<file path="src/rtl/vsdserializer_scheduler_if.sv">
// Word-source / serializer handshake bundle for the round-robin frame scheduler.
// The producer side (master) drives en/req/req_data; the scheduler (slave) drives the rest.
interface vsdserializer_scheduler_if #(
   parameter int NUM_REQ = 4,
   parameter int WIDTH   = 10
);
   localparam int IDW = $clog2(NUM_REQ);

   logic                     en;
   logic [NUM_REQ-1:0]       req;
   logic [NUM_REQ*WIDTH-1:0] req_data;
   logic [NUM_REQ-1:0]       ack;
   logic                     ser_load;
   logic [WIDTH-1:0]         ser_data;
   logic [IDW-1:0]           grant_id;
   logic                     busy;
   logic [7:0]               frames_sent;

   modport master (
      output en, req, req_data,
      input  ack, ser_load, ser_data, grant_id, busy, frames_sent
   );

   modport slave (
      input  en, req, req_data,
      output ack, ser_load, ser_data, grant_id, busy, frames_sent
   );
endinterface

</file>
<file path="src/rtl/vsdserializer_scheduler.sv">
// Round-robin scheduler producing the load strobe and parallel word for a
// WIDTH-bit load-and-shift serializer; empty frames carry IDLE_WORD.
//
// state   | meaning
// S_IDLE  | framing stopped, waiting for en
// S_LOAD  | one-cycle load strobe, arbitration and ack happen here
// S_SHIFT | serializer shifting, bit_cnt runs 1..WIDTH-1
module vsdserializer_scheduler #(
   parameter int               NUM_REQ   = 4,
   parameter int               WIDTH     = 10,
   parameter logic [WIDTH-1:0] IDLE_WORD = 10'b0011111010
) (
   input  logic                       clk,
   input  logic                       rst,
   vsdserializer_scheduler_if.slave   bus
);
   localparam int IDW = $clog2(NUM_REQ);
   localparam int CW  = $clog2(WIDTH);

   localparam logic [1:0] S_IDLE  = 2'd0;
   localparam logic [1:0] S_LOAD  = 2'd1;
   localparam logic [1:0] S_SHIFT = 2'd2;

   logic [1:0]       state_q, state_d;
   logic [CW-1:0]    bit_cnt_q, bit_cnt_d;
   logic [IDW-1:0]   rr_ptr_q, rr_ptr_d;
   logic [IDW-1:0]   grant_q, grant_d;
   logic [WIDTH-1:0] data_q, data_d;
   logic [7:0]       frames_q, frames_d;

   logic             is_load;
   logic             found;
   logic [IDW-1:0]   win;
   logic [IDW-1:0]   cand;
   logic [WIDTH-1:0] load_word;

   assign is_load = (state_q == S_LOAD);

   // First pending requester at or after rr_ptr, wrapping modulo NUM_REQ.
   always_comb begin
      found = 1'b0;
      win   = '0;
      cand  = '0;
      for (int k = 0; k < NUM_REQ; k++) begin
         cand = IDW'((int'(rr_ptr_q) + k) % NUM_REQ);
         if (!found && bus.req[cand]) begin
            found = 1'b1;
            win   = cand;
         end
      end
   end

   assign load_word = found ? bus.req_data[int'(win)*WIDTH +: WIDTH] : IDLE_WORD;

   always_comb begin
      state_d   = state_q;
      bit_cnt_d = bit_cnt_q;
      rr_ptr_d  = rr_ptr_q;
      grant_d   = grant_q;
      data_d    = data_q;
      frames_d  = frames_q;
      case (state_q)
         S_IDLE: begin
            if (bus.en) state_d = S_LOAD;
         end
         S_LOAD: begin
            state_d   = S_SHIFT;
            bit_cnt_d = CW'(1);
            data_d    = load_word;
            if (found) begin
               grant_d  = win;
               rr_ptr_d = (win == IDW'(NUM_REQ-1)) ? '0 : win + 1'b1;
               frames_d = frames_q + 8'd1;
            end
         end
         S_SHIFT: begin
            if (bit_cnt_q == CW'(WIDTH-1)) begin
               bit_cnt_d = '0;
               state_d   = bus.en ? S_LOAD : S_IDLE;
            end else begin
               bit_cnt_d = bit_cnt_q + 1'b1;
            end
         end
         default: state_d = S_IDLE;
      endcase
   end

   always_ff @(posedge clk or posedge rst) begin
      if (rst) begin
         state_q   <= S_IDLE;
         bit_cnt_q <= '0;
         rr_ptr_q  <= '0;
         grant_q   <= '0;
         data_q    <= '0;
         frames_q  <= '0;
      end else begin
         state_q   <= state_d;
         bit_cnt_q <= bit_cnt_d;
         rr_ptr_q  <= rr_ptr_d;
         grant_q   <= grant_d;
         data_q    <= data_d;
         frames_q  <= frames_d;
      end
   end

   // Strobe and ack decode straight from state so reset kills them without waiting for a clock.
   assign bus.ser_load    = is_load;
   assign bus.ser_data    = is_load ? load_word : data_q;
   assign bus.ack         = (is_load && found) ? (NUM_REQ'(1) << win) : '0;
   assign bus.busy        = (state_q != S_IDLE);
   assign bus.grant_id    = grant_q;
   assign bus.frames_sent = frames_q;
endmodule

</file>
<file path="src/flat_wrapper.sv">
// flat-port wrapper written by rule: the top's interface ports become plain ports
module vsdserializer_scheduler_flat 
#(
   parameter int               NUM_REQ   = 4,
   parameter int               WIDTH     = 10,
   parameter logic [WIDTH-1:0] IDLE_WORD = 10'b0011111010
)
  (clk, rst, bus_en, bus_req, bus_req_data, bus_ack, bus_ser_load, bus_ser_data, bus_grant_id, bus_busy, bus_frames_sent);
  vsdserializer_scheduler_if #(.NUM_REQ(NUM_REQ), .WIDTH(WIDTH)) bus_i ();
  input  logic clk;
  input  logic rst;
  input wire logic [$bits(bus_i.en)-1:0] bus_en;
  input wire logic [$bits(bus_i.req)-1:0] bus_req;
  input wire logic [$bits(bus_i.req_data)-1:0] bus_req_data;
  output wire logic [$bits(bus_i.ack)-1:0] bus_ack;
  output wire logic [$bits(bus_i.ser_load)-1:0] bus_ser_load;
  output wire logic [$bits(bus_i.ser_data)-1:0] bus_ser_data;
  output wire logic [$bits(bus_i.grant_id)-1:0] bus_grant_id;
  output wire logic [$bits(bus_i.busy)-1:0] bus_busy;
  output wire logic [$bits(bus_i.frames_sent)-1:0] bus_frames_sent;
  assign bus_i.en = bus_en;
  assign bus_i.req = bus_req;
  assign bus_i.req_data = bus_req_data;
  assign bus_ack = bus_i.ack;
  assign bus_ser_load = bus_i.ser_load;
  assign bus_ser_data = bus_i.ser_data;
  assign bus_grant_id = bus_i.grant_id;
  assign bus_busy = bus_i.busy;
  assign bus_frames_sent = bus_i.frames_sent;
  vsdserializer_scheduler #(.NUM_REQ(NUM_REQ), .WIDTH(WIDTH), .IDLE_WORD(IDLE_WORD)) u_core (.clk(clk), .rst(rst), .bus(bus_i));
endmodule
</file>
<file path="config.mk">
export PLATFORM = sky130hd
export DESIGN_NAME = vsdserializer_scheduler_flat
export DESIGN_NICKNAME = d
export VERILOG_FILES = /design/src/rtl/vsdserializer_scheduler_if.sv /design/src/rtl/vsdserializer_scheduler.sv /design/src/flat_wrapper.sv
export SDC_FILE = /design/constraint.sdc
export NUM_CORES = 1
export LEC_CHECK = 0
export ABC_AREA = 1
export CORE_UTILIZATION = 40
export CTS_BUF_LIST = sky130_fd_sc_hd__clkbuf_16
export DETAILED_ROUTE_END_ITERATION = 8
export HOLD_SLACK_MARGIN = 0.03
export PLACE_DENSITY = 0.74
export SLEW_MARGIN = 40
export SYNTH_ARGS = -nofsm -noshare
export SYNTH_HDL_FRONTEND = slang
export SYNTH_SLANG_ARGS = --single-unit
</file>
<file path="constraint.sdc">
create_clock -name clk -period 3.31 [get_ports clk]
set_input_delay 0.331 -clock clk [delete_from_list [all_inputs] [get_ports clk]]
set_output_delay 0.331 -clock clk [all_outputs]
set_load 0.005 [all_outputs]
</file>
Yosys cells after proc, flatten, opt, wreduce, memory -nomap -nowiden
Cells that the tools add are included.
{"block": "word_totals", "wordCells": 63, "ff_bits": 28, "ramBits": 0, "latch_bits": 0, "output_inout_bits": 26, "rom_bits": 0, "mem_count": 0}
{"block": "classes", "n_shift": 2, "n_div": 0, "n_reduce_logical": 12, "addsub": 6, "order_cmp": 4, "n_eq_ne": 6, "mul": 1, "n_bitwise": 0, "n_mux": 26}
{"op": "$shiftx A40 B32 Y10", "count": 1}
{"op": "$mux W10", "count": 2}
{"op": "$mux W2", "count": 7}
{"op": "$lt A2 B3 Y1 const B", "count": 4}
{"op": "$mux W1", "count": 9}
{"op": "$add A8 B1 Y8 const B", "count": 1}
{"op": "$bmux W1 S2", "count": 4}
{"op": "$mux W4", "count": 2}
{"op": "$pmux W4 S2", "count": 1}
{"op": "$pmux W2 S3", "count": 1}
{"op": "$mul A2 B3 Y5 const B", "count": 1}
{"op": "$add A2 B1 Y2 const B", "count": 2}
{"op": "$add A2 B2 Y2 const B", "count": 2}
{"op": "$add A4 B1 Y4 const B", "count": 1}
{"op": "$eq A2 B2 Y1 const B", "count": 2}
{"op": "$eq A4 B4 Y1 const B", "count": 1}
{"op": "$logic_and A1 B1 Y1", "count": 4}
{"op": "$reduce_and A2 Y1", "count": 2}
{"op": "$reduce_bool A2 Y1", "count": 2}
{"op": "$shl A1 B2 Y4 const A", "count": 1}
{"op": "$logic_not A1 Y1", "count": 3}
{"op": "$eq A2 B1 Y1 const B", "count": 1}
{"op": "$logic_not A2 Y1", "count": 1}
{"op": "$ne A2 B1 Y1 const B", "count": 1}
{"op": "$ne A2 B2 Y1 const B", "count": 1}

Depth between registers and ports, before layout
Gate-level depths: netlist (run 1).
{"block": "logic_depth", "depth_word": 16, "depth_mapped": 16, "mapped_depth_nobuf": 14}

Worst setup path after synthesis (run 1)
Ideal clock, no wire load.
{"block": "synth_timing", "path_kind": "reg2out", "start": "register u_core.rr_ptr_q[0]", "end": "output bus_ack[0]", "stages_incl_launch_ff": 13, "arrival_time_ns": 1.638, "required_time_ns": 2.979, "path_slack_ns": 1.341, "path_buffers": 2, "path_cell_list": "dfrtp_1 buf_6 inv_4 nand2_1 nand3_1 nand2_1 nor2_4 nand4_1 nand2_1 buf_2 ha_1 inv_1 nor2_1"}
{"block": "synth_between", "elab_chain_cells": 14}
{"item": "from (decl)", "line": "vsdserializer_scheduler.sv:26", "rtl": "logic [IDW-1:0] rr_ptr_q, rr_ptr_d;"}
{"item": "from (signal assigned)", "line": "vsdserializer_scheduler.sv:99", "rtl": "rr_ptr_q <= rr_ptr_d;"}
{"item": "parallel branches: the longest is 13 deep, another holds $add A2 B1 Y2"}
{"item": "$mux W4 *", "line": "vsdserializer_scheduler.sv:109", "rtl": "assign bus.ack = (is_load && found) ? (NUM_REQ'(1) << win) : '0;"}
{"item": "to (decl)", "line": "flat_wrapper.sv:15", "rtl": "output wire logic [$bits(bus_i.ack)-1:0] bus_ack;"}
Mark *: on every way between the ends. The select of a mux whose other input is x is not followed.

Worst setup path in the final report (run 1)
{"block": "layout_timing", "start": "register u_core.rr_ptr_q[0]", "end": "output bus_ser_data[2]"}
{"block": "layout_between", "elab_chain_cells": 16}
{"item": "parallel branches: the longest is 14 deep, another holds $mul A2 B3 Y5"}
{"item": "$mux W10 *", "line": "vsdserializer_scheduler.sv:53", "rtl": "assign load_word = found ? bus.req_data[int'(win)*WIDTH +: WIDTH] : IDLE_WORD;"}
{"item": "$mux W10 *", "line": "vsdserializer_scheduler.sv:108", "rtl": "assign bus.ser_data = is_load ? load_word : data_q;"}
{"item": "to (decl)", "line": "flat_wrapper.sv:17", "rtl": "output wire logic [$bits(bus_i.ser_data)-1:0] bus_ser_data;"}
Marked as above.

==> summary.txt, run 1 <==
area grow syn2layout: 42.6%
DRT Wirelength: 5220 um
Clock Tree Buf Depth: 2
Crit path max-delay family: simple AND/OR/NAND/NOR gates
total die area: 0.00550 mm^2
status: finished, final reports clean
clock root cell: clkbuf_16
Die X: 74.2 um
Netlist cell types: 24
Synth top area share: 33.6%
FF+latch count, synth: 28
Syn Inst Count: 305
Antenna Nets Post-Route: 0
crit path max fanout: 10
top cell type by total area after synthesis: dfrtp_1
Clock Latency Late Sink: 0.26 ns
dpl hpwl: 3860 um
dpl ws: 0.251 ns
worst setup margin: 0.304 ns
crit start category: flip-flop
Post-synth ARST share: 100%
global-route wire length before repair: 8520 um
Pwr Density: 1070 mW/mm^2
LEAKAGE: 0.00153 uW
Min Hold Slack: 0.450 ns
fin crit period: 3.01 ns
Yosys warning total: 0
Worst VDD drop: 0.584 mV
port buffer count: 72
maxcap violations: 0
Top Ports: 73
Crit path arrival time: 2.68 ns
RSZ-0062 raised after global routing: no
Final setup viols: 0
Buf/Inv on CP: 3
WS Path Type: flip-flop to output port
cell mode on critical path: nand3_1
most frequent cell after synthesis: nand2_1
Netlist Area Pre-Place: 0.00208 mm^2
top post-synthesis cells by area: dfrtp_1, nand2_1, inv_1
highest clock rate: 0.333 GHz
Final Wtd Congestion: 0.880
initial antenna violation count: 0
FF-to-FF Start: u_core.rr_ptr_q[0]
DRC Markers: 0
mean post-synth cell area: 6.83 um^2
crit-path cells: inv_4 > nand2_1 > nand3_1 > nand2_1 > nor2_4 > nand3_1 > nand3_1 > nand2_2 > buf_4 > nor2_1 > nand2_1 > nand3_1 > clkdlybuf4s50_1
largest net degree at the start of global routing: 29
Num CTS Buffers: 3
hold_buf cts: 0
via count: 2121
initial DRC count: 209
Tot GR Track Use: 20.0%
Final Max Slew Viols: 0
CTS sink count: 28
GRT overflow: 0
final net count: 435
Critical Path RT: 2.98 ns
Pre-antenna DRT Iters: 4
setup bufs post-CTS: 0
Net Count, Synth: 363
Hold Fails Final Rpt: 0
CP Launch Point: u_core.rr_ptr_q[0]
via density per instance: 4.79
vias in the first global route: 1973
EDFF count, synth: 0
WL/cell: 11.8 um
htree depth: 1
num rows: 25
clock-pin slew on the worst setup and hold paths: 0.07 ns
setup TNS: 0 ns
CTS tree: yes
most frequent cells after synthesis: nand2_1, inv_1, nand3_1
Core Area: 0.00488 mm^2
die height: 74.2 um
Final period util: 90.8%
layout cells sized above 1: 8.51%
Worst Clk Skew: 0.00351 ns
Worst slew margin: 60.2%
slowest library cell on the worst path: clkdlybuf4s50_1
Worst-Margin Slew: 0.596 ns
crit end category: output port
Hold Crit Class: input pin to asynchronous set/reset pin
n_diodes: 0
Seq/Total Area, Yosys: 33.6%
max incr delay on CP: 0.52 ns
initial cell density of the core: 42.7%
Filler cells: 469
Most used DFF post-synth: dfrtp_1
Post-CTS Resized: 0
-- worst paths after layout --
check                                       endpoint  slack (ns)  depth (start not counted)
hold reg to reg            u_core.bus.frames_sent[7]        0.47                          1
setup / recovery                     bus_ser_data[2]        0.30                         13
min in group clk           u_core.bus.frames_sent[7]        0.47                          1
setup reg to reg           u_core.bus.frames_sent[6]        1.17                         12
max in group asynchronous         u_core.rr_ptr_q[0]        2.44                          2
hold / removal             u_core.bus.frames_sent[6]        0.45                          2
-- per-stage QoR --
step	utilization, %	cells	cell area, um^2	total power, uW
final	60.9	443	2970	3180
after global routing	60.9	443	2970	3510
after CTS	60.6	442	2960	3150
after detailed placement	58.4	438	2850	2770
after global placement	58.4	438	2850	2740
after floorplan	-	305	2080	2050
-- placed cells by master, fill, tap and decap left out, drive strengths merged --
cell type / instances
nand2: 104
o31ai: 1
o22ai: 1
nand3: 40
bufinv: 1
xnor2: 2
a21oi: 4
nor2: 13
buf: 4
o21ai: 7
or2: 6
clkdlybuf4s50: 72
nand4: 15
ha: 11
inv: 57
xor2: 7
clkbuf: 3
dfrtp: 28
-- registers in the layout, indices dropped and copies added (netlist names) --
signal	cells
u_core.bit_cnt_q	4
u_core.bus.frames_sent	8
u_core.bus.grant_id	2
u_core.data_q	10
u_core.rr_ptr_q	2
u_core.state_q	2
-- report_power, final --
group          switching [uW]  internal (uW)
combinational            1260            967
clock                     120            241
sequential                104            490
-- per-layer routing --
layer  share of wire (%)  global-route usage, %  up-vias
li1                    -                      -     1088
met1                  46                   26.3      938
met2                  45                   33.7       91
met3                 8.2                   4.07        4
met4                0.94                   4.49        0
met5                   0                      0        -
-- cell type report --
cell class              instances  area (um^2)  share of cell area, %
clock buffers                   3         75.1                   2.53
well taps                      67         83.8                   2.82
repair buffers                 76          751                   25.3
inverters                      57          219                   7.37
clock inverters                 1         30.0                   1.01
flip-flops and latches         28          702                   23.6
multi-input cells             211         1110                   37.4
-- cell families (layout without fill, tap and decap cells) --
group                    after synthesis  in the layout  share of synthesized area (%)
AO/OA/AOI/OAI                         13             13                           3.30
XOR/XNOR                               9              9                           3.78
adder cells (fa/ha/maj)               11             11                           6.61
buffers and inverters                 67            137                           13.6
flip-flops                            28             28                           33.6
AND/OR/NAND/NOR                      177            178                           39.0
(Power assumes the default switching activity.)
==> inputs of run 2 (changes only) <==
- TNS_END_PERCENT: default -> 1
==> results of run 2 <==
Final layout, timing and power as in run 1 (identical DEF).
